**config.mk**
```make
export PLATFORM = sky130hd
export DESIGN_NAME = dff_mem_seq
export DESIGN_NICKNAME = d
export VERILOG_FILES = /design/src/rtl/dff_mem_seq.sv
export SDC_FILE = /design/constraint.sdc
export NUM_CORES = 1
export LEC_CHECK = 0
export CAP_MARGIN = 0
export CORE_MARGIN = 1.5
export CORE_UTILIZATION = 35
export DETAILED_ROUTE_END_ITERATION = 6
export HOLD_SLACK_MARGIN = 0.15
export PLACE_DENSITY = 0.51
export SLEW_MARGIN = 20
export SYNTH_ARGS = -nofsm -noshare
export SYNTH_HDL_FRONTEND = slang
export SYNTH_SLANG_ARGS = --single-unit
```
**constraint.sdc**
```tcl
create_clock -name clk -period 2.8 [get_ports clk]
set_clock_uncertainty 0.2 [all_clocks]
set_input_delay 0.42 -clock clk [delete_from_list [all_inputs] [get_ports clk]]
set_output_delay 0.42 -clock clk [all_outputs]
set_load 0.01 [all_outputs]
```
**src/rtl/dff_mem_seq.sv**
```systemverilog
// Command-driven flip-flop word memory with pointer, auto-increment and FILL walk.
// READ data is registered (1 cycle) and held until rsp_ready; commands stall while a response is blocked or FILL runs.
module dff_mem_seq #(
  parameter int DATA_W   = 16,
  parameter int DEPTH    = 8,
  parameter int ADDR_W   = $clog2(DEPTH),
  parameter bit AUTO_INC = 1'b1
) (
  input  logic              clk,
  input  logic              rst_n,
  input  logic              cmd_valid,
  output logic              cmd_ready,
  input  logic [2:0]        cmd_op,
  input  logic [DATA_W-1:0] cmd_data,
  output logic              rsp_valid,
  input  logic              rsp_ready,
  output logic [DATA_W-1:0] rsp_data,
  output logic [ADDR_W-1:0] addr_out,
  output logic              busy,
  output logic              err
);

  localparam logic [2:0] OP_NOP      = 3'd0;
  localparam logic [2:0] OP_SET_ADDR = 3'd1;
  localparam logic [2:0] OP_WRITE    = 3'd2;
  localparam logic [2:0] OP_READ     = 3'd3;
  localparam logic [2:0] OP_FILL     = 3'd4;
  localparam logic [2:0] OP_SET_MODE = 3'd5;
  localparam logic [ADDR_W-1:0] LAST = ADDR_W'(DEPTH - 1);

  typedef enum logic {S_IDLE, S_FILL} state_t;

  state_t              state;
  logic [DATA_W-1:0]   mem [DEPTH];
  logic [ADDR_W-1:0]   ptr;
  logic [ADDR_W-1:0]   ptr_next;
  logic [ADDR_W-1:0]   fill_idx;
  logic [DATA_W-1:0]   fill_val;
  logic                inc;
  logic                rst_done;
  logic                accept;
  logic                addr_ok;

  // rst_done keeps cmd_ready low through reset and on the release edge itself
  assign cmd_ready = rst_done && (state == S_IDLE) && (!rsp_valid || rsp_ready);
  assign accept    = cmd_valid && cmd_ready;
  assign addr_out  = ptr;
  assign ptr_next  = (ptr == LAST) ? '0 : ptr + ADDR_W'(1);
  assign addr_ok   = 33'(cmd_data) < 33'(DEPTH);

  always_ff @(posedge clk or negedge rst_n) begin
    if (!rst_n) begin
      for (int i = 0; i < DEPTH; i++) mem[i] <= '0;
      state     <= S_IDLE;
      ptr       <= '0;
      fill_idx  <= '0;
      fill_val  <= '0;
      inc       <= AUTO_INC;
      rst_done  <= 1'b0;
      busy      <= 1'b0;
      rsp_valid <= 1'b0;
      rsp_data  <= '0;
      err       <= 1'b0;
    end else begin
      rst_done <= 1'b1;

      if (rsp_valid && rsp_ready) rsp_valid <= 1'b0;

      if (state == S_FILL) begin
        mem[fill_idx] <= fill_val;
        if (fill_idx == LAST) begin
          state    <= S_IDLE;
          busy     <= 1'b0;
          fill_idx <= '0;
        end else begin
          fill_idx <= fill_idx + ADDR_W'(1);
        end
      end

      if (accept) begin
        case (cmd_op)
          OP_NOP: ;
          OP_SET_ADDR: begin
            if (addr_ok) ptr <= ADDR_W'(cmd_data);
            else         err <= 1'b1;
          end
          OP_WRITE: begin
            mem[ptr] <= cmd_data;
            if (inc) ptr <= ptr_next;
          end
          OP_READ: begin
            rsp_data  <= mem[ptr];
            rsp_valid <= 1'b1;
            if (inc) ptr <= ptr_next;
          end
          OP_FILL: begin
            fill_val <= cmd_data;
            fill_idx <= '0;
            state    <= S_FILL;
            busy     <= 1'b1;
          end
          OP_SET_MODE: inc <= cmd_data[0];
          default: err <= 1'b1;
        endcase
      end
    end
  end

endmodule

```
==> results of run 1 <==
[worst max-delay path by stage]
| stage | slack [ps] | end | cells past startpoint | from |
|---|---|---|---|---|
| after floorplan | 670 | mem[86]$_DFF_PN0_ | 5 | fill_idx[0]$_DFF_PN0_ |
| after global placement | 140 | mem[115]$_DFF_PN0_ | 6 | cmd_op[2] |
| after detailed placement | 130 | mem[122]$_DFF_PN0_ | 6 | cmd_op[2] |
| after CTS | 240 | cmd_ready | 3 | state$_DFF_PN0_ |
| after global routing | 150 | cmd_ready | 3 | state$_DFF_PN0_ |
| final | 260 | cmd_ready | 3 | state$_DFF_PN0_ |
[stage by stage]
step / util (%) / area (um2)
after floorplan: - / 9550
after global placement: 39.5 / 10600
after detailed placement: 39.5 / 10600
after CTS: 41.8 / 11200
after global routing: 41.8 / 11200
final: 41.8 / 11200
[layout make-up]
| class | count | area (um2) |
|---|---|---|
| Clock buffer | 23 | 468 |
| Clock inverter | 9 | 160 |
| Fill cell | 2515 | 15600 |
| Inverter | 3 | 11.3 |
| Multi-Input combinational cell | 503 | 4850 |
| Sequential cell | 172 | 4310 |
| Tap cell | 341 | 427 |
| Timing Repair Buffer | 105 | 1020 |
[per-layer routing]
layer,vias up,GRT usage [%],wire [um]
met2,116,33.9,13500
met4,0,5.12,483
met3,32,3.13,931
met5,-,0,0
li1,2871,-,-
met1,3242,25.7,11900
[power groups by stage]
stage               combinational, uW  sequential [uW]  clock (uW)
floorplan                        3530             4110           0
global placement                 4470             4400           0
detailed placement               4610             4490           0
CTS                              4630             4440        2600
global route                     4980             4600        2710
finish                           4590             4450        2550
[critical path, stage by stage, from the launching register on]
cell and delay (ps):
dfrtp_1 580, nor2b_2 250, and2_1 140, clkdlybuf4s50_1 530
[cell families (layout without fill, tap and decap cells)]
logic type | after synthesis | count (layout) | share of synthesized area [%]
buffers and inverters | 74 | 140 | 4.22
adders and majority gates | 4 | 4 | 0.524
muxes | 311 | 311 | 36.3
other | 1 | 1 | 0.0393
AOI/OAI and AO/OA | 89 | 89 | 6.17
and+or+nand+nor | 98 | 98 | 7.62
DFF | 172 | 172 | 45.1
[state kept, by name (all words and copies together) (netlist names)]
name,flops
addr_out,3
busy,1
err,1
fill_idx,3
fill_val,16
inc,1
mem,128
rsp_data,16
rsp_valid,1
rst_done,1
state,1
[synthesized netlist by cell type, drive strengths merged, types with 2 or more instances]
cell      n
nor3     52
nor2      6
clkbuf   17
a21o      2
nand2b    6
mux2i   115
nand4b    6
ha        4
nor3b     3
buf      54
nand2     6
o221ai   16
mux2    196
nand3     3
dfrtp   171
a21oi    51
nand4     4
nor4      2
inv       3
o22a     16
or2       4
==> flow_summary.ini, run 1 <==
[setup_path]
cp.required_ps = 2180
reg2reg_depth = 4
setup.worst_path.start_class = register
worst-r2r-setup-slack_ps = 280
crit_fanout = 12
r2r_end = mem[2]$_DFF_PN0_
reg2reg_from = state$_DFF_PN0_
worst-endpoint-arrival_ps = 1920
cp-end-kind = output pin
crit_type = register to output pin

[yosys]
synth_edf_count = 0
synth_ff_type = dfrtp_1
syn_area_um2 = 9550
synth_top_area_share_pct = 44.8
synth_area_leader_cell = dfrtp_1
synth_seq_cells = 172
synthCells = 749
postSynth.asyncResetShare_pct = 100
yosys.cell_types.count = 47
ys_seq_area_share_pct = 45.1
ys_warn_count = 0
syn-num-nets = 776
ys_top_cells_by_area = dfrtp_1 45%, mux2_2 19%, mux2i_1 12%, mux2_4 4.7%, a21oi_1 2.7%
avgSynthCellArea_um2 = 12.8

[pwr]
internal-power_uw = 7670
power_frac_seq_pct = 38.4
power.density_nw_per_um2 = 1030
clkPwrFrac_pct = 22.0
p_leak_uw = 0.00524
ir_worst_vdd_mv = 0.382
switching_share_pct = 33.8
power.total_uw = 11600
combinationalPowerShare_pct = 39.6
netSwitchingPower_uw = 3910

[layout]
diodes = 0
area_delta_synth_final_pct = 17.7
nNetsFinal = 829
final_common_cell = dfrtp_1
drive_gt1_share_pct = 36.6
stdcell_count = 1156
layout_common_cells = 170 x dfrtp_1, 157 x mux2_2, 115 x mux2i_1

[cts]
numCtsBuffers = 17
cts_max_path_buffers = 2
postCtsSetupBuffers = 0
clk_pin_slew_ps = 60
worstSkewPairLatency_ps = 420
cts_sinks = 172
cts_max_level = 4
ctsResizeCount = 0
cts-root-buf = clkbuf_16
cts_hold_buf = 1
cts_tree = built

[sta]
period_share_pct = 90.6
slew_violations = 0
slew_headroom_pct = 41.0
whs_ps = 291
tightest_slew_ps = 883
fin_crit_ps = 2540
setup_viol = 0
fmax_ghz = 0.394
grt_setup_unrepaired = no
fin_ws_ps = 262
hold_viol = 0
fin_tns_setup_ps = 0

[drt]
first_pass_iters = 4
drtIter0Drc = 279
drc = 0
vias_per_cell = 5.42
drtAntennaViolNets = 0
wl_per_cell_um = 23.2
vias = 6261
routed_wl_um = 26800

[floorplanning]
core-area_um2 = 26900
die_area_um2 = 28300
row_count = 60
die_y_um = 168
io_pins = 46
die_w_um = 168
start_util_pct = 35.5

[global_route]
grt_max_degree = 63
grt_pass1_vias = 6811
globalRouteOverflowTotal = 0
antenna_found_initial = 0
grt_pass1_wl_um = 41400
grtUsageTotal_pct = 19.7

[place]
placed_cells = 1123
gp_congestion = 0.778
dp_hpwl_um = 16400
portBuffers = 45
pre_cts_slack_ps = 125

[worst_hold_path]
min_to = busy$_DFF_PN0_
holdPathStages = 1
hp-start = busy$_DFF_PN0_
min_path_type = register to register

[run_status]
status = finished clean

[run]
drv_cap = 0
No activity file was read; power rests on OpenSTA's default activity.
==> run 2, diff against run 1 <==
Settings changed: CTS_CLUSTER_SIZE set to 8, PLACE_DENSITY 0.51 to unset.
==> flow_summary.ini, run 2 (synthesis results as in run 1) <==
[place]
pre_cts_slack_ps = 82.7
placed_cell_area_um2 = 10600
gp_congestion = 0.760
portBuffers = 45
dp_hpwl_um = 15200

[setup_path]
crit_fanout = 4
setup.worst_path.start_class = register
cp-end-kind = output pin
worst-r2r-setup-slack_ps = 550
startpoint = state$_DFF_PN0_
cp_top_family = buffers and inverters
slowest_stage = clkdlybuf4s50_1
worst-endpoint-arrival_ps = 1770
cp.required_ps = 2180
crit_path_max_incr_delay_ps = 530
reg2reg_from = fill_idx[1]$_DFF_PN0_
cp_cell_sequence = nor2b_2, and2_1, clkdlybuf4s50_1
worst-path-buf-inv = 1
crit_type = register to output pin

[run_status]
status = finished clean

[sta]
hold_viol = 0
slew_headroom_pct = 56.4
setup_viol = 0
grt_setup_unrepaired = no
tightest_slew_ps = 654
fin_crit_ps = 2390
fmax_ghz = 0.419
fin_ws_ps = 411
slew_violations = 0
period_share_pct = 85.3
fin_tns_setup_ps = 0

[layout]
reg.largest.list = mem x128, fill_val x16, rsp_data x16
top_register = mem
largest_reg_flops = 128
layout_common_cells = 170 x dfrtp_1, 157 x mux2_2, 115 x mux2i_1
nNetsFinal = 822
drive_gt1_share_pct = 36.4
final_common_cell = dfrtp_1
diodes = 0
postLayoutCellArea_um2 = 11200
area_delta_synth_final_pct = 17.6

[cts]
numCtsBuffers = 17
worstSkewPairLatency_ps = 420
postCtsSetupBuffers = 0
cts_max_level = 4
cts_tree = built
cts_sinks = 172
cts_max_path_buffers = 2
clk_pin_slew_ps = 70
cts-root-buf = clkbuf_16

[drt]
drc = 0
routed_wl_um = 25300
vias_per_cell = 5.36
wl_per_cell_um = 22.0
drtAntennaViolNets = 0
vias = 6157
drtIter0Drc = 414
first_pass_iters = 4

[floorplanning]
die_w_um = 168
start_util_pct = 35.5
core-area_um2 = 26900
row_count = 60
die_y_um = 168
io_pins = 46
die_area_um2 = 28300

[global_route]
grt_pass1_vias = 6406
antenna_found_initial = 0
globalRouteOverflowTotal = 0
grt_max_degree = 65
grtUsageTotal_pct = 18.7
grt_pass1_wl_um = 39900

[pwr]
ir_worst_vdd_mv = 0.511
power.density_nw_per_um2 = 1040
p_leak_uw = 0.00521

[worst_hold_path]
min_path_type = register to register
hp-start = busy$_DFF_PN0_

[run]
drv_cap = 0
==> run 2: changes by cell type in the layout (fill, tap and decap cells not counted) <==
cell and delta:
clkinvlp_4 +3, nor3_2 -1, nor3_4 +1, clkbuf_1 -3, buf_12 +1, clkbuf_8 +3, clkinv_4 -3, buf_4 -8
==> run 2: final timing paths <==
check	end	cells after the start
max in group asynchronous	addr_out[0]$_DFFE_PN0P_	3
min in group asynchronous	mem[56]$_DFF_PN0_	2
min	busy$_DFF_PN0_	1
max	cmd_ready	3
min reg2reg	busy$_DFF_PN0_	1
max reg2reg	mem[90]$_DFF_PN0_	4
==> run 2: area by class of cell <==
type | count | area, um2
Inverter | 3 | 11.3
Clock buffer | 23 | 498
Clock inverter | 9 | 156
Multi-Input combinational cell | 503 | 4860
Sequential cell | 172 | 4310
Timing Repair Buffer | 98 | 977
Fill cell | 2531 | 15600
Tap cell | 341 | 427
==> run 2: repair_timing <==
item / 4_1_cts / 5_1_grt
endpoints found under the setup margin: 0 / 0
gates resized for setup: 0 / 0
hold buffers: 1 / 0
endpoints found under the hold margin: 60 / 0
==> run 2: report_power, final <==
| group | total, uW | internal (uW) | switching, uW | leakage [uW] |
|---|---|---|---|---|
| Sequential | 4370 | 3540 | 834 | 0.00211 |
| Combinational | 4680 | 2620 | 2060 | 0.00279 |
| Clock | 2620 | 1620 | 999 | 0.000312 |
==> run 2: metal layers <==
metal / global-route usage, % / vias to the layer above / part of all wire [%]
met2: 30.2 / 125 / 46
met4: 4.70 / 0 / 1.6
li1: - / 2861 / -
met3: 3.01 / 26 / 4.0
met5: 0 / - / 0
met1: 26.3 / 3145 / 48
==> run 2: metrics by stage <==
stage | hold slack [ps] | instances | total power [uW] | utilization (%)
2_1_floorplan | -75.6 | 749 | 7650 | -
3_3_place_gp | 266 | 1116 | 8970 | 39.3
3_5_place_dp | 272 | 1116 | 9100 | 39.3
4_1_cts | 288 | 1149 | 11700 | 41.8
5_1_grt | 297 | 1149 | 12400 | 41.8
6_report | 286 | 1149 | 11700 | 41.8
==> run 2: worst reg2reg max path, stage by stage, from the launching register on <==
cell,delay [ps]
dfrtp_1,680
nor3b_2,260
buf_4,340
mux2_2,380
mux2_4,260
==> run 3, diff against run 2 <==
Settings changed: CORE_UTILIZATION 35 to 37.
==> flow_summary.ini, run 3 (synthesis results as in run 1) <==
[floorplanning]
start_util_pct = 37.8
io_pins = 46
core-area_um2 = 25300
die_y_um = 164
die_w_um = 164
row_count = 58
die_area_um2 = 26800

[setup_path]
worst-r2r-setup-slack_ps = 330
crit_type = register to output pin
crit_fanout = 7
cp.required_ps = 2180
cp-end-kind = output pin
worst-endpoint-arrival_ps = 1970
setup.worst_path.start_class = register

[drt]
wl_met2_um = 11400
drtAntennaViolNets = 0
top_layer_used = met4
wl_met3_um = 1030
vias = 6140
first_pass_iters = 4
drtIter0Drc = 448
wl_met1_um = 12100
wl_per_cell_um = 21.9
vias_per_cell = 5.42
drc = 0
routed_wl_um = 24700

[pwr]
netSwitchingPower_uw = 3860
power.density_nw_per_um2 = 1020
switching_share_pct = 34.0
clkPwrFrac_pct = 20.9
power_frac_seq_pct = 38.3
combinationalPowerShare_pct = 40.8
p_leak_uw = 0.00516
internal-power_uw = 7500
ir_worst_vdd_mv = 0.703

[place]
dp_hpwl_um = 14800
gp_congestion = 0.729
portBuffers = 45
placed_cell_area_um2 = 10500

[run]
drv_cap = 0

[sta]
whs_ps = 275
fin_tns_setup_ps = 0
setup_viol = 0
tightest_slew_ps = 1070
hold_viol = 0
slew_headroom_pct = 28.3
fmax_ghz = 0.387
slew_violations = 0
period_share_pct = 92.4
fin_crit_ps = 2590
grt_setup_unrepaired = no

[layout]
area_delta_synth_final_pct = 16.4
nNetsFinal = 816
layout_common_cells = 170 x dfrtp_1, 157 x mux2_2, 115 x mux2i_1
fill_cells = 2332
postLayoutCellArea_um2 = 11100
final_common_cell = dfrtp_1
diodes = 0
reg.largest.list = mem x128, fill_val x16, rsp_data x16
drive_gt1_share_pct = 35.8
largest_reg_flops = 128
top_register = mem

[cts]
ctsResizeCount = 0
cts_tree = built
worstSkewPairLatency_ps = 430
clk_pin_slew_ps = 60
cts_max_path_buffers = 2
cts-root-buf = clkbuf_16
cts_max_level = 4
cts_sinks = 172
numCtsBuffers = 17

[global_route]
grtUsageTotal_pct = 19.3
grt_pass1_wl_um = 38500
grt_max_degree = 67
globalRouteOverflowTotal = 0
antenna_found_initial = 0
grt_pass1_vias = 6294

[worst_hold_path]
min_path_type = register to register

[run_status]
status = finished clean
## run 3: per-stage QoR
step	total power (uW)	instances	worst slack (ps)	utilization, %
3_3_place_gp	8940	1099	68.6	41.7
5_1_grt	12100	1132	168	44.0
2_1_floorplan	7650	749	671	-
3_5_place_dp	9040	1099	133	41.7
4_1_cts	11400	1132	227	44.0
6_report	11400	1132	214	44.0
## run 3: repair_timing
action	in CTS	in global routing
setup buffers	0	0
endpoints found under the hold margin	62	0
hold buffers	1	0
## run 3: final cells by class
class	instances	area [um2]	area share, %
tap	330	413	3.71
clock buffer	21	460	4.14
sequential	172	4310	38.8
inverter	3	11.3	0.101
timing repair buffer	92	945	8.50
clock inverter	11	119	1.07
multi-input combinational	503	4860	43.7
## run 3: power groups by stage
stage / clock, uW / combinational, uW / sequential [uW]
after CTS: 2410 / 4660 / 4360
after floorplan: 0 / 3530 / 4110
after detailed placement: 0 / 4640 / 4400
after global placement: 0 / 4570 / 4370
final: 2370 / 4630 / 4350
after global routing: 2510 / 5030 / 4520
## run 3: final timing paths
check / from / endpoint / depth (start not counted)
setup reg to reg: fill_idx[1]$_DFF_PN0_ / mem[8]$_DFF_PN0_ / 3
setup / recovery: state$_DFF_PN0_ / cmd_ready / 3
hold / removal: err$_DFFE_PN0P_ / err$_DFFE_PN0P_ / 2
max in group asynchronous: rst_n / mem[56]$_DFF_PN0_ / 3
hold reg to reg: err$_DFFE_PN0P_ / err$_DFFE_PN0P_ / 2
min in group asynchronous: rst_n / busy$_DFF_PN0_ / 2
## run 3: layer usage
metal	up-vias	track usage, %
li1	2859	-
met1	3152	28.1
met2	115	30.0
met3	14	2.44
met4	0	5.54
met5	-	0
## run 3: critical path, cell delays in order (launching register included)
cell and delay [ps]:
dfrtp_1 480, nor2b_2 350, and2_1 180, clkdlybuf4s50_1 520
